## config.mk

```make
export PLATFORM = sky130hd
export DESIGN_NAME = seq_multiplier
export DESIGN_NICKNAME = d
export VERILOG_FILES = /design/src/rtl/seq_multiplier.sv
export SDC_FILE = /design/constraint.sdc
export NUM_CORES = 1
export LEC_CHECK = 0
export ABC_AREA = 1
export BUFFER_PORTS_ARGS = -buffer_cell sky130_fd_sc_hd__buf_2
export CAP_MARGIN = 20
export CORE_MARGIN = 4
export CORE_UTILIZATION = 64
export CTS_CLUSTER_DIAMETER = 150
export DETAILED_ROUTE_END_ITERATION = 8
export GPL_TIMING_DRIVEN = 0
export HOLD_SLACK_MARGIN = 0.08
export MAX_ROUTING_LAYER = met4
export PLACE_DENSITY = 0.83
export RECOVER_POWER = 100
export SLEW_MARGIN = 20
export SYNTH_ARGS = -nofsm -noshare
export SYNTH_HDL_FRONTEND = slang
export SYNTH_SLANG_ARGS = --single-unit
export TNS_END_PERCENT = 20
```

## constraint.sdc

```tcl
create_clock -name clk -period 3.31 [get_ports clk]
set_clock_uncertainty 0.1 [all_clocks]
set_input_delay 0.662 -clock clk [delete_from_list [all_inputs] [get_ports clk]]
set_output_delay 0.662 -clock clk [all_outputs]
set_load 0.02 [all_outputs]
```

## src/rtl/seq_multiplier.sv

```systemverilog
// Unsigned shift-add sequential multiplier: a*b over WIDTH cycles after an
// accepted start rise, result held with done until the next accepted start.
module seq_multiplier #(
  parameter int unsigned WIDTH = 8
) (
  input  logic                 clk,
  input  logic                 resetn,
  input  logic                 start,
  input  logic [WIDTH-1:0]     a,
  input  logic [WIDTH-1:0]     b,
  output logic [2*WIDTH-1:0]   product,
  output logic                 done,
  output logic                 busy
);

  localparam int unsigned CW = $clog2(WIDTH + 1);

  typedef enum logic [1:0] {IDLE, CALC, DONE} state_e;

  state_e               state_q, state_d;
  logic                 start_q;
  logic [2*WIDTH-1:0]   acc_q, acc_d;
  logic [2*WIDTH-1:0]   mcand_q, mcand_d;
  logic [2*WIDTH-1:0]   product_q, product_d;
  logic [WIDTH-1:0]     mreg_q, mreg_d;
  logic [CW-1:0]        count_q, count_d;
  logic                 accept;
  logic [2*WIDTH-1:0]   acc_sum;

  always_ff @(posedge clk or negedge resetn) begin
    if (!resetn) begin
      state_q   <= IDLE;
      start_q   <= 1'b0;
      acc_q     <= '0;
      mcand_q   <= '0;
      product_q <= '0;
      mreg_q    <= '0;
      count_q   <= '0;
    end else begin
      state_q   <= state_d;
      start_q   <= start;
      acc_q     <= acc_d;
      mcand_q   <= mcand_d;
      product_q <= product_d;
      mreg_q    <= mreg_d;
      count_q   <= count_d;
    end
  end

  always_comb begin
    state_d   = state_q;
    acc_d     = acc_q;
    mcand_d   = mcand_q;
    product_d = product_q;
    mreg_d    = mreg_q;
    count_d   = count_q;
    // start_q tracks in every state, so edges seen during CALC are consumed, not queued
    accept    = start & ~start_q & (state_q != CALC);
    acc_sum   = acc_q + (mreg_q[0] ? mcand_q : '0);

    case (state_q)
      IDLE, DONE: begin
        if (accept) begin
          mcand_d = {{WIDTH{1'b0}}, a};
          mreg_d  = b;
          acc_d   = '0;
          count_d = CW'(WIDTH);
          state_d = CALC;
        end
      end
      CALC: begin
        acc_d   = acc_sum;
        mcand_d = mcand_q << 1;
        mreg_d  = mreg_q >> 1;
        count_d = count_q - CW'(1);
        if (count_q == CW'(1)) begin
          product_d = acc_sum;
          state_d   = DONE;
        end
      end
      default: state_d = IDLE;
    endcase
  end

  assign product = product_q;
  assign busy    = (state_q == CALC);
  assign done    = (state_q == DONE);

endmodule

```

==> results of run 1 <==
## metrics by stage
| stage | hold WS [ns] | utilization [%] | std cells | worst slack, ns |
|---|---|---|---|---|
| final | 0.334 | 73.6 | 592 | 0.751 |
| after global routing | 0.348 | 73.6 | 592 | 0.587 |
| after CTS | 0.315 | 75.4 | 592 | 0.852 |
| after detailed placement | 0.360 | 70.8 | 576 | 0.872 |
| after global placement | 0.357 | 70.7 | 576 | 0.919 |
| after floorplan | 0.266 | - | 468 | 1.24 |
## Yosys cell counts (4+ instances only)
cell,instances,area share [%]
sky130_fd_sc_hd__a21oi_1,7,0.97
sky130_fd_sc_hd__a221oi_2,6,2.5
sky130_fd_sc_hd__buf_2,5,0.70
sky130_fd_sc_hd__clkbuf_1,5,0.52
sky130_fd_sc_hd__dfrtp_1,63,44
sky130_fd_sc_hd__ha_1,17,5.9
sky130_fd_sc_hd__inv_1,71,7.4
sky130_fd_sc_hd__nand2_1,169,18
sky130_fd_sc_hd__nand3_1,43,6.0
sky130_fd_sc_hd__nand3b_1,5,1.0
sky130_fd_sc_hd__nor2_1,13,1.4
sky130_fd_sc_hd__nor3_1,10,1.4
sky130_fd_sc_hd__o21ai_0,9,1.3
sky130_fd_sc_hd__o21ai_1,5,0.70
sky130_fd_sc_hd__o22ai_1,9,1.6
sky130_fd_sc_hd__or2_1,4,0.70
sky130_fd_sc_hd__xor2_1,4,0.97
## worst max-delay path, stage by stage (launching register included)
cell	delay, ns
sky130_fd_sc_hd__dfrtp_1	0.37
sky130_fd_sc_hd__inv_1	0.11
sky130_fd_sc_hd__nor2_8	0.18
sky130_fd_sc_hd__clkbuf_1	0.49
sky130_fd_sc_hd__clkbuf_1	0.29
## power groups by stage
stage	sequential (mW)	clock (mW)	combinational (mW)
final	1.30	0.864	2.11
after global routing	1.35	0.904	2.40
after CTS	1.30	0.864	2.23
after detailed placement	1.31	0	2.19
after global placement	1.30	0	2.11
after floorplan	1.38	0	1.56
## metal layers
layer  vias up  track usage [%]
met5         -                -
met4         0             10.1
met3        15             4.07
met2        92             43.7
met1      1462             35.6
li1       1565                -
## cell usage in the layout, fill, tap and decap left out
cell / count
sky130_fd_sc_hd__o31ai_1: 1
sky130_fd_sc_hd__and2_0: 2
sky130_fd_sc_hd__or2_1: 1
sky130_fd_sc_hd__bufinv_16: 3
sky130_fd_sc_hd__nor2_1: 14
sky130_fd_sc_hd__xnor2_1: 2
sky130_fd_sc_hd__fa_1: 1
sky130_fd_sc_hd__nor2_8: 1
sky130_fd_sc_hd__inv_4: 1
sky130_fd_sc_hd__nand3_1: 43
sky130_fd_sc_hd__o211ai_1: 1
sky130_fd_sc_hd__o21ai_1: 4
sky130_fd_sc_hd__or2_2: 1
sky130_fd_sc_hd__clkbuf_2: 1
sky130_fd_sc_hd__a221oi_2: 2
sky130_fd_sc_hd__nand3b_1: 5
sky130_fd_sc_hd__a221oi_1: 5
sky130_fd_sc_hd__nand2_1: 171
sky130_fd_sc_hd__buf_4: 1
sky130_fd_sc_hd__o21ai_0: 10
sky130_fd_sc_hd__nor3_1: 10
sky130_fd_sc_hd__a21oi_1: 7
sky130_fd_sc_hd__xor2_1: 4
sky130_fd_sc_hd__clkbuf_8: 11
sky130_fd_sc_hd__clkbuf_1: 32
sky130_fd_sc_hd__inv_1: 74
sky130_fd_sc_hd__clkinv_2: 1
sky130_fd_sc_hd__clkinv_4: 1
sky130_fd_sc_hd__nand4_1: 1
sky130_fd_sc_hd__ha_1: 17
sky130_fd_sc_hd__o22ai_1: 9
sky130_fd_sc_hd__dfrtp_1: 63
sky130_fd_sc_hd__or2_0: 3
sky130_fd_sc_hd__buf_2: 17
## registers in the layout, summed over array words and instances, names as in the netlist
register  cells
mcand_q      16
acc_q        16
product      16
start_q       1
mreg_q        8
count_q       4
state_q       2
## layout make-up
| type | instances | area, µm² | area share [%] |
|---|---|---|---|
| Multi-Input combinational cell | 315 | 1600 | 39.8 |
| Timing Repair Buffer | 36 | 156 | 3.88 |
| Tap cell | 72 | 90.1 | 2.24 |
| Buffer | 15 | 61.3 | 1.52 |
| Sequential cell | 63 | 1580 | 39.2 |
| Inverter | 75 | 284 | 7.05 |
| Clock buffer | 11 | 151 | 3.76 |
| Clock inverter | 5 | 104 | 2.58 |
## logic make-up after synthesis
kind of cell             Yosys count  synth area share, %
AO/OA/AOI/OAI                     39                 7.65
flip-flops                        63                 43.8
adder cells (fa/ha/maj)           18                 6.46
XOR/XNOR                           6                 1.46
buffers and inverters             90                 10.4
AND/OR/NAND/NOR                  252                 30.3
## worst max-delay path by stage
stage	from	to	slack (ns)	depth (start not counted)
after floorplan	mreg_q[0]$_DFFE_PN0P_	acc_q[7]$_DFFE_PN0P_	1.24	12
after global placement	mreg_q[0]$_DFFE_PN0P_	acc_q[15]$_DFFE_PN0P_	0.92	13
after detailed placement	mreg_q[0]$_DFFE_PN0P_	acc_q[7]$_DFFE_PN0P_	0.87	12
after CTS	mreg_q[0]$_DFFE_PN0P_	acc_q[7]$_DFFE_PN0P_	0.85	12
after global routing	mreg_q[0]$_DFFE_PN0P_	acc_q[8]$_DFFE_PN0P_	0.59	14
final	state_q[0]$_DFFE_PN0P_	busy	0.75	4
==> reports/metrics.csv, run 1 <==
metric,value,unit
final setup fails,0,
share of cells above drive strength 1,7.69,%
Clk pwr share,20.2,%
crit path time final,2.56,ns
die footprint,6890,µm²
endpoint type of the worst setup path,output pin,
iteration-0 DRC count of the detailed router,292,
clock tree from TritonCTS,built,
Skew-Pair Late Insertion Delay,0.35,ns
Worst-path clk slew,0.07,ns
Total Power Consumption,4.27,mW
number of hold buffers added after CTS,0,
htree depth,3,
r2r worst-path depth,7,
final worst path period share,77.3,%
number of fill cells in the layout,462,
Area Growth Syn to Fin,11.9,%
drt first pass iters,5,
min-delay worst type,input pin to flop,
I/O pin count,37,
endpoint required time on the critical path,2.55,ns
startpoint of the worst hold path,start,
post-layout net count,552,
maximum ir drop on the vdd rail,0.617,mV
number of buffers inserted during clock tree synthesis,9,
hold depth,1,
startpoint of the lowest-slack register-to-register path,state_q[0]$_DFFE_PN0P_,
worst setup slack for register-to-register paths,0.83,ns
setup_tns,0,ns
horizontal die dimension,83.0,µm
pwr/cell area,1060,nW/µm²
sequential share of the synthesized area,43.8,%
number of enable-type register cells in the synthesized netlist,0,
Final Wtd Congestion,0.917,
synthesized area divided by synthesized cell count,7.69,µm²
"Hold Violations, Final",0,
final number of max-transition violations,64,
fraction of power spent switching nets,45.2,%
sort of element at the start of the critical path,flop,
post-cts gate resize count,0,
maximum number of pins on one net before global-route repair,64,
endpoint of the worst register-to-register path,mcand_q[4]$_DFFE_PN0P_,
overall routing resource usage,27.4,%
Post-CTS Setup Inserts,0,
average wire per cell in the routed design,14.1,µm
global-route wire length before repair,14800,µm
synthesized cell area,3600,µm²
top layer used by detailed routing,met4,
detailed-routed wire length on met3,450,µm
nets in the synthesized netlist,505,
half-perimeter wire length after placement,5740,µm
most frequently used flop master after synthesis,sky130_fd_sc_hd__dfrtp_1,
Hold Path End,start_q$_DFF_PN0_,
Core Box Area,5470,µm²
effective utilization at floorplan,65.8,%
clock net sink count,63,
via count of the first global-routing pass,3145,
WL final,8350,µm
fraction of synthesis flops using an asynchronous set or reset pin,100,%
Vias per Instance,5.29,
RSZ-0062 raised after global routing,false,
arrival time of data at the critical path endpoint,1.80,ns
Reg power frac,30.5,%
critical path type,flop to output pin,
number of instances in the synthesized netlist,468,
Max-Slew Margin vs Limit,-1.44,%
Met2 Wirelength,3990,µm
distinct cell type count after synthesis,32,
GRT overflow,0,
CTS Buffer Depth,2,
combinational share of power,49.3,%
CTS Root Cell,sky130_fd_sc_hd__clkbuf_8,
chip height,83.0,µm
final non-filler cell area,4030,µm²
remaining antenna violation count,0,
drc violations,0,
Max Cap Violations,1,
switching power summed over all nets,1.93,mW
failing checks,"max-capacitance violations, max-slew violations",
quantity of I/O buffers inserted on ports,36,
Yosys reg bits,63,
via count,3134,
metal1 wirelength,3790,µm
total number of placement rows,27,
Internal Power,2.34,mW
total cell area at the placement stage,3870,µm²
leakage power figure,2.27,nW
critical-path maximum fanout,10,
maximum clock frequency,0.391,GHz
status,"finished, violations left",
initial antenna violation count,0,
Ant. Diodes,0,
Syn. warnings,0,
slew at the pin closest to its max-slew limit,1.52,ns
Power figures use the tool's default switching activity.
==> run 2, diff against run 1 <==
CORE_UTILIZATION = 59   (was 64)
PLACE_DENSITY = 0.77   (was 0.83)
clock period = 2.6 ns   (was 3.31 ns; I/O delays follow)
==> reports/metrics.csv, run 2 (synthesis results as in run 1) <==
metric,value,unit,change
remaining antenna violation count,0,,unchanged
startpoint of the lowest-slack register-to-register path,state_q[0]$_DFFE_PN0P_,,unchanged
overall routing resource usage,25.3,%,was 27.4%
CTS Root Cell,sky130_fd_sc_hd__clkbuf_8,,unchanged
post-layout worst setup margin,0.192,ns,was 0.751 ns
Ant. Diodes,0,,unchanged
sort of element at the start of the critical path,flop,,unchanged
leakage power figure,2.25,nW,was 2.27 nW
"Hold Violations, Final",0,,unchanged
Max-Slew Margin vs Limit,-2.23,%,was -1.44%
Final Wtd Congestion,0.890,,was 0.917
critical path type,flop to output pin,,unchanged
Skew-Pair Late Insertion Delay,0.35,ns,about the same
via count,3049,,was 3134
final number of max-transition violations,64,,unchanged
status,"finished, violations left",,unchanged
beginning of the critical path,state_q[0]$_DFFE_PN0P_,,unchanged
endpoint required time on the critical path,1.98,ns,was 2.55 ns
number of fill cells in the layout,511,,was 462
Post-CTS Setup Inserts,0,,unchanged
Area Growth Syn to Fin,10.4,%,was 11.9%
slew at the pin closest to its max-slew limit,1.53,ns,was 1.52 ns
startpoint of the worst hold path,start,,unchanged
setup_tns,0,ns,unchanged
"Core Util, Final",67.1,%,was 73.6%
"slowest stage cell, crit path",sky130_fd_sc_hd__clkbuf_1,,unchanged
final setup fails,0,,unchanged
Max Cap Violations,1,,unchanged
Worst-path clk slew,0.06,ns,was 0.07 ns
Vias per Instance,5.13,,was 5.29
initial antenna violation count,0,,unchanged
global-route wire length before repair,14100,µm,was 14800 µm
via count of the first global-routing pass,3026,,was 3145
RSZ-0062 raised after global routing,false,,unchanged
average wire per cell in the routed design,13.4,µm,was 14.1 µm
cell family with most CP delay,buffers and inverters,,unchanged
iteration-0 DRC count of the detailed router,222,,was 292
clock tree from TritonCTS,built,,unchanged
failing checks,"max-capacitance violations, max-slew violations",,unchanged
half-perimeter wire length after placement,5730,µm,was 5740 µm
min-delay worst type,input pin to flop,,unchanged
WL final,7970,µm,was 8350 µm
clock net sink count,63,,unchanged
maximum ir drop on the vdd rail,0.678,mV,was 0.617 mV
pwr/cell area,1280,nW/µm²,was 1060 nW/µm²
critical path's largest stage delay,0.49,ns,about the same
drc violations,0,,unchanged
crit path time final,2.41,ns,
CTS Buffer Depth,2,,unchanged
chip height,86.1,µm,was 83.0 µm
effective utilization at floorplan,60.8,%,was 65.8%
final worst path period share,92.6,%,
share of cells above drive strength 1,8.86,%,was 7.69%
critical-path maximum fanout,10,,unchanged
die footprint,7410,µm²,was 6890 µm²
"leading cell type in the layout, fill and taps excluded",sky130_fd_sc_hd__nand2_1,,unchanged
Total Power Consumption,5.09,mW,was 4.27 mW
critical path cell sequence,inv_1 > nor2_8 > clkbuf_1 > clkbuf_2,,was inv_1 > nor2_8 > clkbuf_1 > clkbuf_1
htree depth,3,,unchanged
placement-stage worst setup slack,0.161,ns,was 0.872 ns
endpoint type of the worst setup path,output pin,,unchanged
drt first pass iters,5,,unchanged
I/O pin count,37,,unchanged
maximum clock frequency,0.415,GHz,
arrival time of data at the critical path endpoint,1.79,ns,was 1.80 ns
GRT overflow,0,,unchanged
Core Box Area,5920,µm²,was 5470 µm²
number of buffers inserted during clock tree synthesis,9,,unchanged
crit path buf inv count,3,,unchanged
post-layout net count,551,,was 552
"top library cells by usage in the layout, fill and taps aside","sky130_fd_sc_hd__nand2_1, sky130_fd_sc_hd__inv_1, sky130_fd_sc_hd__dfrtp_1",,unchanged
quantity of I/O buffers inserted on ports,36,,unchanged
horizontal die dimension,86.1,µm,was 83.0 µm
total number of placement rows,28,,was 27
maximum number of pins on one net before global-route repair,64,,unchanged
## run 2: final timing paths
path	endpoint	slack, ns	cells after the start
max	busy	0.19	4
min	start_q$_DFF_PN0_	0.20	1
max reg2reg	mcand_q[4]$_DFFE_PN0P_	0.31	7
min reg2reg	product[8]$_DFFE_PN0P_	0.38	2
max in group asynchronous	mcand_q[14]$_DFFE_PN0P_	1.04	1
min in group asynchronous	acc_q[13]$_DFFE_PN0P_	0.45	1
## run 2: through the flow
| step | instance area [µm²] | hold slack (ns) | std cells |
|---|---|---|---|
| floorplan | 3600 | 0.124 | 468 |
| global placement | 3870 | 0.357 | 579 |
| detailed placement | 3880 | 0.362 | 579 |
| CTS | 4050 | 0.189 | 595 |
| global route | 3970 | 0.184 | 594 |
| finish | 3970 | 0.195 | 594 |
## run 2: layout make-up
class                           instances  area [µm²]  area share [%]
Clock buffer                           13         159            4.00
Sequential cell                        63        1580            39.7
Multi-Input combinational cell        315        1620            40.8
Clock inverter                          3        17.5           0.441
Tap cell                               75        93.8            2.36
Timing Repair Buffer                   36         159            4.00
Inverter                               75         284            7.15
Buffer                                 14        61.3            1.54
## run 2: power by group
part	total (mW)	internal, mW	switching, mW
logic	2.64	0.897	1.74
clock network	0.780	0.396	0.384
registers	1.67	1.42	0.255
total	5.09	2.71	2.38
## run 2: what timing repair did
item,CTS,global route
hold endpoints to repair,0,0
gates resized for setup,0,2
hold buffers,0,0
endpoints found under the setup margin,0,18
## run 2: routing by layer
layer	part of all wire [%]	global-route usage (%)	vias to the layer above
li1	-	-	1564
met1	46	33.4	1386
met2	46	38.8	82
met3	5.3	4.90	17
met4	2.1	8.92	0
met5	0	-	-
==> run 3, diff against run 2 <==
==> constraint.sdc (replaced) <==
create_clock -name clk -period 2.6 [get_ports clk]
set_clock_uncertainty 0.1 [all_clocks]
set_input_delay 0.26 -clock clk [delete_from_list [all_inputs] [get_ports clk]]
set_output_delay 0.26 -clock clk [all_outputs]
set_load 0.02 [all_outputs]
==> reports/metrics.csv, run 3 (synthesis results as in run 1) <==
metric,value,unit,change
setup_tns,0,ns,unchanged
Skew-Pair Late Insertion Delay,0.34,ns,was 0.35 ns
multi-input logic area,1590,µm²,was 1620 µm²
Max Cap Violations,1,,unchanged
CTS Root Cell,sky130_fd_sc_hd__clkbuf_8,,unchanged
sort of element at the start of the critical path,flop,,unchanged
placement-stage worst setup slack,0.161,ns,unchanged
post-layout worst setup margin,0.392,ns,was 0.192 ns
endpoint type of the worst setup path,flop,,was output pin
critical path cell sequence,clkbuf_2 > nand2_1 > inv_1 > ha_1 > nand2_1 > inv_1 > nand2_1 > nand2_1 > a21oi_1 > nand3_1 > nand3_1 > nand2_1,,was inv_1 > nor2_8 > clkbuf_1 > clkbuf_2
"top library cells by usage in the layout, fill and taps aside","sky130_fd_sc_hd__nand2_1, sky130_fd_sc_hd__inv_1, sky130_fd_sc_hd__dfrtp_1",,unchanged
effective utilization at floorplan,60.8,%,unchanged
Worst path most repeated cell,sky130_fd_sc_hd__nand2_1,,
overall routing resource usage,25.5,%,was 25.3%
I/O pin count,37,,unchanged
slew at the pin closest to its max-slew limit,1.54,ns,was 1.53 ns
crit path time final,2.21,ns,was 2.41 ns
initial antenna violation count,0,,unchanged
endpoint required time on the critical path,2.73,ns,was 1.98 ns
critical path's largest stage delay,0.46,ns,was 0.49 ns
leakage power figure,2.28,nW,was 2.25 nW
Final Wtd Congestion,0.890,,unchanged
final setup fails,0,,unchanged
remaining antenna violation count,0,,unchanged
maximum ir drop on the vdd rail,0.674,mV,was 0.678 mV
total number of placement rows,28,,unchanged
critical path type,flop to flop,,was flop to output pin
cell family with most CP delay,simple AND/OR/NAND/NOR gates,,was buffers and inverters
drc violations,0,,unchanged
"slowest stage cell, crit path",sky130_fd_sc_hd__dfrtp_1,,was sky130_fd_sc_hd__clkbuf_1
status,"finished, violations left",,unchanged
number of buffers inserted during clock tree synthesis,9,,unchanged
final number of max-transition violations,64,,unchanged
post-layout net count,560,,was 551
global-route wire length before repair,14300,µm,was 14100 µm
average wire per cell in the routed design,13.4,µm,about the same
Total Power Consumption,5.05,mW,was 5.09 mW
via count,3092,,was 3049
Core Box Area,5920,µm²,unchanged
GRT overflow,0,,unchanged
Vias per Instance,5.13,,about the same
half-perimeter wire length after placement,5730,µm,unchanged
final worst path period share,84.9,%,was 92.6%
horizontal die dimension,86.1,µm,unchanged
worst setup slack for register-to-register paths,0.39,ns,was 0.31 ns
iteration-0 DRC count of the detailed router,149,,was 222
critical-path maximum fanout,10,,unchanged
CTS Buffer Depth,2,,unchanged
min-delay worst type,input pin to flop,,unchanged
htree depth,3,,unchanged
arrival time of data at the critical path endpoint,2.33,ns,was 1.79 ns
drt first pass iters,4,,was 5
WL final,8090,µm,was 7970 µm
share of cells above drive strength 1,7.77,%,was 8.86%
clock net sink count,63,,unchanged
via count of the first global-routing pass,3081,,was 3026
number of fill cells in the layout,494,,was 511
area of all sequential standard cells,1580,µm²,unchanged
RSZ-0062 raised after global routing,false,,unchanged
crit path buf inv count,3,,unchanged
maximum number of pins on one net before global-route repair,64,,unchanged
"Hold Violations, Final",0,,unchanged
Ant. Diodes,0,,unchanged
pwr/cell area,1250,nW/µm²,was 1280 nW/µm²
clock tree from TritonCTS,built,,unchanged
failing checks,"max-capacitance violations, max-slew violations",,unchanged
chip height,86.1,µm,unchanged
maximum clock frequency,0.453,GHz,was 0.415 GHz
Max-Slew Margin vs Limit,-2.50,%,was -2.23%
Area Growth Syn to Fin,12.2,%,was 10.4%
quantity of I/O buffers inserted on ports,36,,unchanged
Worst-path clk slew,0.07,ns,was 0.06 ns
die footprint,7410,µm²,unchanged
"leading cell type in the layout, fill and taps excluded",sky130_fd_sc_hd__nand2_1,,unchanged
==> run 3: changes by cell type in the layout (fill, tap and decap cells not counted), moves of 2 or more <==
cell                            before  now
sky130_fd_sc_hd__dlygate4sd3_1       0    9
sky130_fd_sc_hd__a221oi_1            2    7
sky130_fd_sc_hd__a221oi_2            5    0
sky130_fd_sc_hd__clkbuf_2            6    3
sky130_fd_sc_hd__o21ai_0             9   11
sky130_fd_sc_hd__o21ai_1             5    3
==> run 3: where the power goes <==
group / switching (mW) / internal, mW / total (mW)
clock network: 0.381 / 0.396 / 0.776
registers: 0.258 / 1.42 / 1.68
logic: 1.71 / 0.889 / 2.60
total: 2.35 / 2.70 / 5.05
==> run 3: worst min-delay path: cells and delay by family <==
kind                   cells  cell delay [ns]
buffers and inverters      1             0.07
AND/OR/NAND/NOR            2             0.16
==> run 3: what timing repair did <==
action,4_1_cts,5_1_grt
resized for setup,0,2
endpoints found under the hold margin,71,0
hold buffers,9,0
endpoints found under the setup margin,0,18
buffers inserted,0,0
==> run 3: routing by layer <==
metal | track usage, % | vias up | wire length, µm | share of wire (%)
li1 | - | 1586 | - | -
met2 | 39.9 | 81 | 3830 | 47
met3 | 4.90 | 17 | 416 | 5.1
met4 | 8.92 | 0 | 145 | 1.8
met5 | - | - | 0 | 0
met1 | 33.4 | 1408 | 3690 | 46
==> run 3: final cells by class <==
class | instances | area share (%)
plain buffers | 14 | 1.74
clock buffers | 13 | 3.94
clock inverters | 3 | 0.434
inverters | 75 | 7.00
multi-input cells | 315 | 39.4
flip-flops and latches | 63 | 39.0
well taps | 75 | 2.32
repair buffers | 45 | 6.14
==> run 3: final timing paths <==
path	from	end	cells past startpoint
max	mreg_q[0]$_DFFE_PN0P_	acc_q[15]$_DFFE_PN0P_	12
min	b[5]	mreg_q[5]$_DFFE_PN0P_	3
max reg2reg	mreg_q[0]$_DFFE_PN0P_	acc_q[15]$_DFFE_PN0P_	12
min reg2reg	product[4]$_DFFE_PN0P_	product[4]$_DFFE_PN0P_	2
max in group asynchronous	resetn	mcand_q[14]$_DFFE_PN0P_	2
min in group asynchronous	resetn	product[7]$_DFFE_PN0P_	2
==> run 3: through the flow <==
stage          std cells  hold slack [ns]  util (%)  cell area [µm²]
2_1_floorplan        468           -0.136         -             3600
3_3_place_gp         579            0.282      65.4             3870
3_5_place_dp         579            0.282      65.5             3880
4_1_cts              604           0.0821      70.0             4140
5_1_grt              603           0.0971      68.2             4040
6_report             603           0.0846      68.2             4040
